### config.mk
export PLATFORM = sky130hd
export DESIGN_NAME = allophone_sequencer
export DESIGN_NICKNAME = d
export VERILOG_FILES = /design/src/rtl/allophone_sequencer_pkg.sv /design/src/rtl/seq_timeout_counter.sv /design/src/rtl/allophone_sequencer.sv
export SDC_FILE = /design/constraint.sdc
export NUM_CORES = 1
export LEC_CHECK = 0
export BUFFER_PORTS_ARGS = -buffer_cell sky130_fd_sc_hd__clkbuf_2
export CORE_MARGIN = 2
export CORE_UTILIZATION = 58
export DETAILED_ROUTE_END_ITERATION = 10
export PLACE_DENSITY = 0.91
export SYNTH_ARGS = -nofsm -noshare
export SYNTH_HDL_FRONTEND = slang
export SYNTH_HIERARCHICAL = 1
export SYNTH_SLANG_ARGS = --single-unit
### constraint.sdc
create_clock -name clk -period 3.5 [get_ports clk]
set_input_delay 0.175 -clock clk [delete_from_list [all_inputs] [get_ports clk]]
set_output_delay 0.175 -clock clk [all_outputs]
set_load 0.01 [all_outputs]
### src/rtl/allophone_sequencer_pkg.sv
// Shared types and constants for the allophone sequencer and its neighbours.
package allophone_sequencer_pkg;

    // Sequencer states, 4-bit encoding.
    typedef enum logic [3:0] {
        S_IDLE      = 4'd0,
        S_ROM1      = 4'd1,
        S_ROM2      = 4'd2,
        S_DECODE    = 4'd3,
        S_WAIT_IDLE = 4'd4,
        S_ISSUE     = 4'd5,
        S_WAIT_ACK  = 4'd6,
        S_WAIT_DONE = 4'd7,
        S_NEXT      = 4'd8,
        S_FINISH    = 4'd9
    } seq_state_e;

    // End-of-phrase marker in the phrase ROM.
    localparam logic [7:0] TERMINATOR = 8'hFF;

    // Highest legal allophone code.
    localparam logic [5:0] ALLO_MAX = 6'h3F;

    // Phrase ROM read latency in cycles (ROM1 + ROM2); the playback core
    // uses the same figure for its own delay states.
    localparam int ROM_LATENCY = 2;

    // True when a ROM byte carries a playable allophone code.
    function automatic logic is_allophone(input logic [7:0] d);
        return d <= {2'b00, ALLO_MAX};
    endfunction

endpackage

### src/rtl/seq_timeout_counter.sv
// Cycle counter used to bound how long the sequencer waits for the core to
// acknowledge an allophone. expired_o rises on the LIMIT-th enabled cycle
// after a clear and the count then holds.
module seq_timeout_counter #(
    parameter int LIMIT = 14
) (
    input  logic clk,
    input  logic reset,
    input  logic clear_i,
    input  logic enable_i,
    output logic expired_o
);

    localparam int CW = $clog2(LIMIT + 1);

    logic [CW-1:0] count_q;
    logic [CW-1:0] count_d;

    assign expired_o = (count_q == CW'(LIMIT - 1));

    // Next count: clear wins, otherwise count enabled cycles until expiry.
    always_comb begin
        count_d = count_q;
        if (clear_i) begin
            count_d = '0;
        end else if (enable_i && !expired_o) begin
            count_d = count_q + 1'b1;
        end
    end

    // Count register.
    always_ff @(posedge clk or posedge reset) begin
        if (reset) begin
            count_q <= '0;
        end else begin
            count_q <= count_d;
        end
    end

endmodule

### src/rtl/allophone_sequencer.sv
// Walks a phrase in the phrase ROM and hands allophones one at a time to
// the speech playback core using its data_arrived / busy handshake.
module allophone_sequencer
    import allophone_sequencer_pkg::*;
#(
    parameter int ADDR_W      = 10,
    parameter int MAX_LEN     = 32,
    parameter int ACK_TIMEOUT = 15
) (
    input  logic              clk,
    input  logic              reset,
    input  logic              start,
    input  logic [ADDR_W-1:0] phrase_addr,
    output logic [ADDR_W-1:0] rom_addr,
    input  logic [7:0]        rom_data,
    input  logic              core_busy,
    output logic [5:0]        allophone,
    output logic              data_arrived,
    output logic              seq_busy,
    output logic              done,
    output logic              error
);

    localparam int LEN_W = $clog2(MAX_LEN + 1);

    seq_state_e        state_q, state_d;
    logic [ADDR_W-1:0] addr_q, addr_d;
    logic [LEN_W-1:0]  len_q, len_d;
    logic [5:0]        allo_q, allo_d;
    logic              err_q, err_d;
    logic              to_clear;
    logic              to_en;
    logic              to_expired;

    // The ISSUE cycle is the first cycle of the acknowledge window, so the
    // counter only has to cover the remaining WAIT_ACK cycles; this puts
    // done exactly ACK_TIMEOUT cycles after data_arrived on a timeout.
    seq_timeout_counter #(
        .LIMIT (ACK_TIMEOUT - 1)
    ) u_timeout (
        .clk       (clk),
        .reset     (reset),
        .clear_i   (to_clear),
        .enable_i  (to_en),
        .expired_o (to_expired)
    );

    // Next-state logic for the phrase walk and handshake.
    always_comb begin
        state_d  = state_q;
        addr_d   = addr_q;
        len_d    = len_q;
        allo_d   = allo_q;
        err_d    = err_q;
        to_clear = 1'b0;
        to_en    = 1'b0;
        case (state_q)
            S_IDLE: begin
                if (start) begin
                    addr_d  = phrase_addr;
                    len_d   = '0;
                    err_d   = 1'b0;
                    state_d = S_ROM1;
                end
            end
            S_ROM1:  state_d = S_ROM2;
            S_ROM2:  state_d = S_DECODE;
            S_DECODE: begin
                if (rom_data == TERMINATOR) begin
                    state_d = S_FINISH;
                end else if (!is_allophone(rom_data)) begin
                    err_d   = 1'b1;
                    state_d = S_NEXT;
                end else begin
                    allo_d  = rom_data[5:0];
                    state_d = S_WAIT_IDLE;
                end
            end
            S_WAIT_IDLE: begin
                if (!core_busy) begin
                    state_d = S_ISSUE;
                end
            end
            S_ISSUE: begin
                to_clear = 1'b1;
                state_d  = S_WAIT_ACK;
            end
            S_WAIT_ACK: begin
                if (core_busy) begin
                    state_d = S_WAIT_DONE;
                end else begin
                    to_en = 1'b1;
                    if (to_expired) begin
                        err_d   = 1'b1;
                        state_d = S_FINISH;
                    end
                end
            end
            S_WAIT_DONE: begin
                if (!core_busy) begin
                    state_d = S_NEXT;
                end
            end
            S_NEXT: begin
                addr_d = addr_q + 1'b1;
                len_d  = len_q + 1'b1;
                if (len_d == LEN_W'(MAX_LEN)) begin
                    err_d   = 1'b1;
                    state_d = S_FINISH;
                end else begin
                    state_d = S_ROM1;
                end
            end
            S_FINISH: state_d = S_IDLE;
            default:  state_d = S_IDLE;
        endcase
    end

    // State and datapath registers; reset aborts any phrase at once.
    always_ff @(posedge clk or posedge reset) begin
        if (reset) begin
            state_q <= S_IDLE;
            addr_q  <= '0;
            len_q   <= '0;
            allo_q  <= '0;
            err_q   <= 1'b0;
        end else begin
            state_q <= state_d;
            addr_q  <= addr_d;
            len_q   <= len_d;
            allo_q  <= allo_d;
            err_q   <= err_d;
        end
    end

    assign rom_addr     = addr_q;
    assign allophone    = allo_q;
    assign data_arrived = (state_q == S_ISSUE);
    assign done         = (state_q == S_FINISH);
    assign seq_busy     = (state_q != S_IDLE);
    assign error        = err_q;

endmodule

==> impl_results.md <==
- Status: completed
- Slew at the pin closest to its max-slew limit: 1.014 ns
- Area grow syn2layout: 14.64%
- Vias in the first global route: 1505
- Crit path required time: 3.75 ns
- Vias: 1693
- PostCTS Resize Cnt: 0
- Die Y: 60.81 um
- Site Rows: 20
- Buf+Inv Stages, Crit Path: 1
- Total power draw: 0.001680 W
- Critical-path maximum fanout: 15
- Worst EP arrival: 2.32 ns
- Drt wl/cell: 13.75 um
- Post-route design area: 2146 sq um
- Multi-input gate area: 1008 sq um
- # diodes: 0
- Die W: 60.81 um
- Clock network fraction of total power: 11.9%
- Fmax: 482.1 MHz
- I/O Buffers: 41
- Final WL: 3987 um
- DR pass1 iterations: 4
- R2R Setup Slk: 1.43 ns
- Layout cell share with drive strength beyond 1: 27.24%
- CTS max path bufs: 2
- Clock-pin slew on the worst setup and hold paths: 0.10 ns
- Hold slack final: 0.07710 ns
- Slew headroom: 32.33%
- DR vias/cell: 5.838
- Average cell area after synthesis: 9.086 sq um
- Core box area: 3053 sq um
- Initial Utilization: 61.31%
- First-pass GRT wire length: 6589 um
- VDD IR max: 0.3707 mV
- Grt ovf: 0
- Post-Route Setup TNS: 0 ns
- Fin Clk Skew: 0.01407 ns
- Hold Vio Cnt, Final: 0
- FFs w/ async S/R, synth: 100.0%
- Critical path class: reg -> reg
- Routed Antenna Nets: 0
- Power share of the sequential group: 43.2%
- Synth Warn #: 6
- Switching share of power: 44.11%
- Clk sinks: 31
- Final setup fails: 0
- Post-synth top area cell: dfrtp_1
- Register area: 775.7 sq um
- TritonCTS clock tree: done
- Synthesized Nets: 232
- DP Area: 2086 sq um
- Most used DFF post-synth: dfrtp_1
- Largest cells by area after synthesis: dfrtp_1, a21oi_1, o21ai_0
- Post-DP HPWL: 2859 um
- CP startpoint kind: register
- Delay-heaviest family, CP: simple AND/OR/NAND/NOR gates
- Worst setup EP type: register
- Slowest CP cell: dfrtp_1
- Unique cell type count in the Yosys netlist: 50
- Pin count of the biggest net entering global routing: 28
- Worst-skew pair later-pin latency: 0.33 ns
- DRT iter0 DRCs: 92
- RSZ-0062 raised after global routing: no
- Switching power: 0.0007411 W
- Tmin final: 2.074 ns
- Comb power frac: 44.9%
- Placer congestion estimate: 0.7978
- Post-CTS Setup Bufs: 0
- DRC violations left: 0
- Post-synth top area share: 41.44%
- Final Max Tran Viols: 0
- Internal: 0.0009390 W
- Root buf cell: clkbuf_4
- Period utilization: 59.27%
- Fill cell count: 256
- Mapped cell area: 1872 sq um
- Nets: 271
- Leakage: 0.9620 nW
- H-tree Lvls: 2
- IO Pins: 42
- Die area: 3698 sq um
- Syn Inst Count: 206
- All-Layer GR Usage: 24.15%
- Num CTS Buffers: 5
- EDFF count, synth: 0
- Cell-by-cell trace of the critical path: nand2b_1 -> nor3_1 -> inv_2 -> or3_1 -> a21oi_1
- Sequential-to-total area share from yosys stat: 41.44%
- Synth top cells by count: dfrtp_1, a21oi_1, o21ai_0
- Largest stage delay on the critical path: 0.65 ns
- Most common cell in the netlist: dfrtp_1
- Hold Crit Class: in -> reg
- FF+latch count, synth: 31
- Cell area power density: 783.0 nW/um^2
- Max Cap Violations: 0
- Antenna violations before repair: 0
- Hold-fix buffers, CTS: 1
-- registers in the layout, summed over array words and instances, names as in the netlist --
| signal | cells |
|---|---|
| state_q | 4 |
| u_timeout/count_q | 4 |
| error | 1 |
| len_q | 6 |
| rom_addr | 10 |
| allophone | 6 |
-- metrics by stage --
| step | instances | utilization (%) | setup WS, ns |
|---|---|---|---|
| finish | 290 | 70.29 | 1.426 |
| CTS | 290 | 70.29 | 1.464 |
| global placement | 281 | 68.32 | 1.533 |
| floorplan | 206 | - | 1.857 |
| detailed placement | 281 | 68.32 | 1.498 |
| global route | 290 | 70.29 | 1.238 |
-- kinds of logic after synthesis --
logic type | synth area share, %
AO/OA/AOI/OAI | 20.39
XOR/XNOR | 1.871
adder cells (fa/ha/maj) | 2.674
buffers and inverters | 4.679
flip-flops | 41.44
multiplexers | 4.679
AND/OR/NAND/NOR | 24.26
-- worst min-delay path, cell delays in order --
cell      delay, ns
clkbuf_2       0.08
nand2_1        0.04
a31oi_1        0.07
-- power groups by stage --
stage	logic (W)	registers [W]	clock network, W
global placement	0.000737	0.000718	0
finish	0.000755	0.000726	0.000199
CTS	0.000757	0.000721	0.000204
floorplan	0.000582	0.000674	0
detailed placement	0.000756	0.000727	0
global route	0.000862	0.000753	0.000220
-- final cells by class --
class / count / share of cell area [%]
sequential: 31 / 36.15
timing repair buffer: 43 / 10.38
clock buffer: 7 / 2.099
clock inverter: 1 / 0.2332
tap: 44 / 2.566
inverter: 9 / 1.574
multi-input combinational: 155 / 47.00
-- routing by layer --
layer | wire (um) | global-route usage, % | share of wire, % | vias to the layer above
met2 | 1900 | 36.41 | 48 | 54
met4 | 57 | 11.49 | 1.4 | 0
met5 | 0 | 0 | 0 | -
met3 | 218 | 6.610 | 5.5 | 6
met1 | 1811 | 32.25 | 45 | 797
li1 | - | - | - | 836
-- cells in the final DEF, fill, tap and decap left out, drive strengths merged, types with 2 or more instances in the layout --
| cell type | n |
|---|---|
| mux2 | 6 |
| clkbuf | 48 |
| and3 | 5 |
| and2 | 2 |
| xor2 | 4 |
| a21o | 2 |
| o21ai | 18 |
| nor2 | 11 |
| a221oi | 2 |
| or4b | 2 |
| nand4 | 9 |
| a21oi | 22 |
| or2 | 3 |
| inv | 9 |
| or3b | 2 |
| or3 | 2 |
| nand3 | 9 |
| o22ai | 4 |
| dfrtp | 31 |
| ha | 4 |
| nand2b | 6 |
| mux2i | 2 |
| nor3 | 4 |
| a31oi | 4 |
| nand2 | 14 |
-- path summary, 6_finish.rpt --
| path | from | end | cells past startpoint |
|---|---|---|---|
| min in group asynchronous | reset | u_timeout/count_q[3] | 3 |
| worst min register to register | len_q[0] | len_q[0] | 1 |
| max in group asynchronous | reset | allophone[5] | 3 |
| worst max register to register | state_q[2] | u_timeout/count_q[0] | 5 |
| worst max-delay path | state_q[2] | u_timeout/count_q[0] | 5 |
| worst min-delay path | phrase_addr[1] | rom_addr[1] | 3 |
No activity file was read; power rests on OpenSTA's default activity.
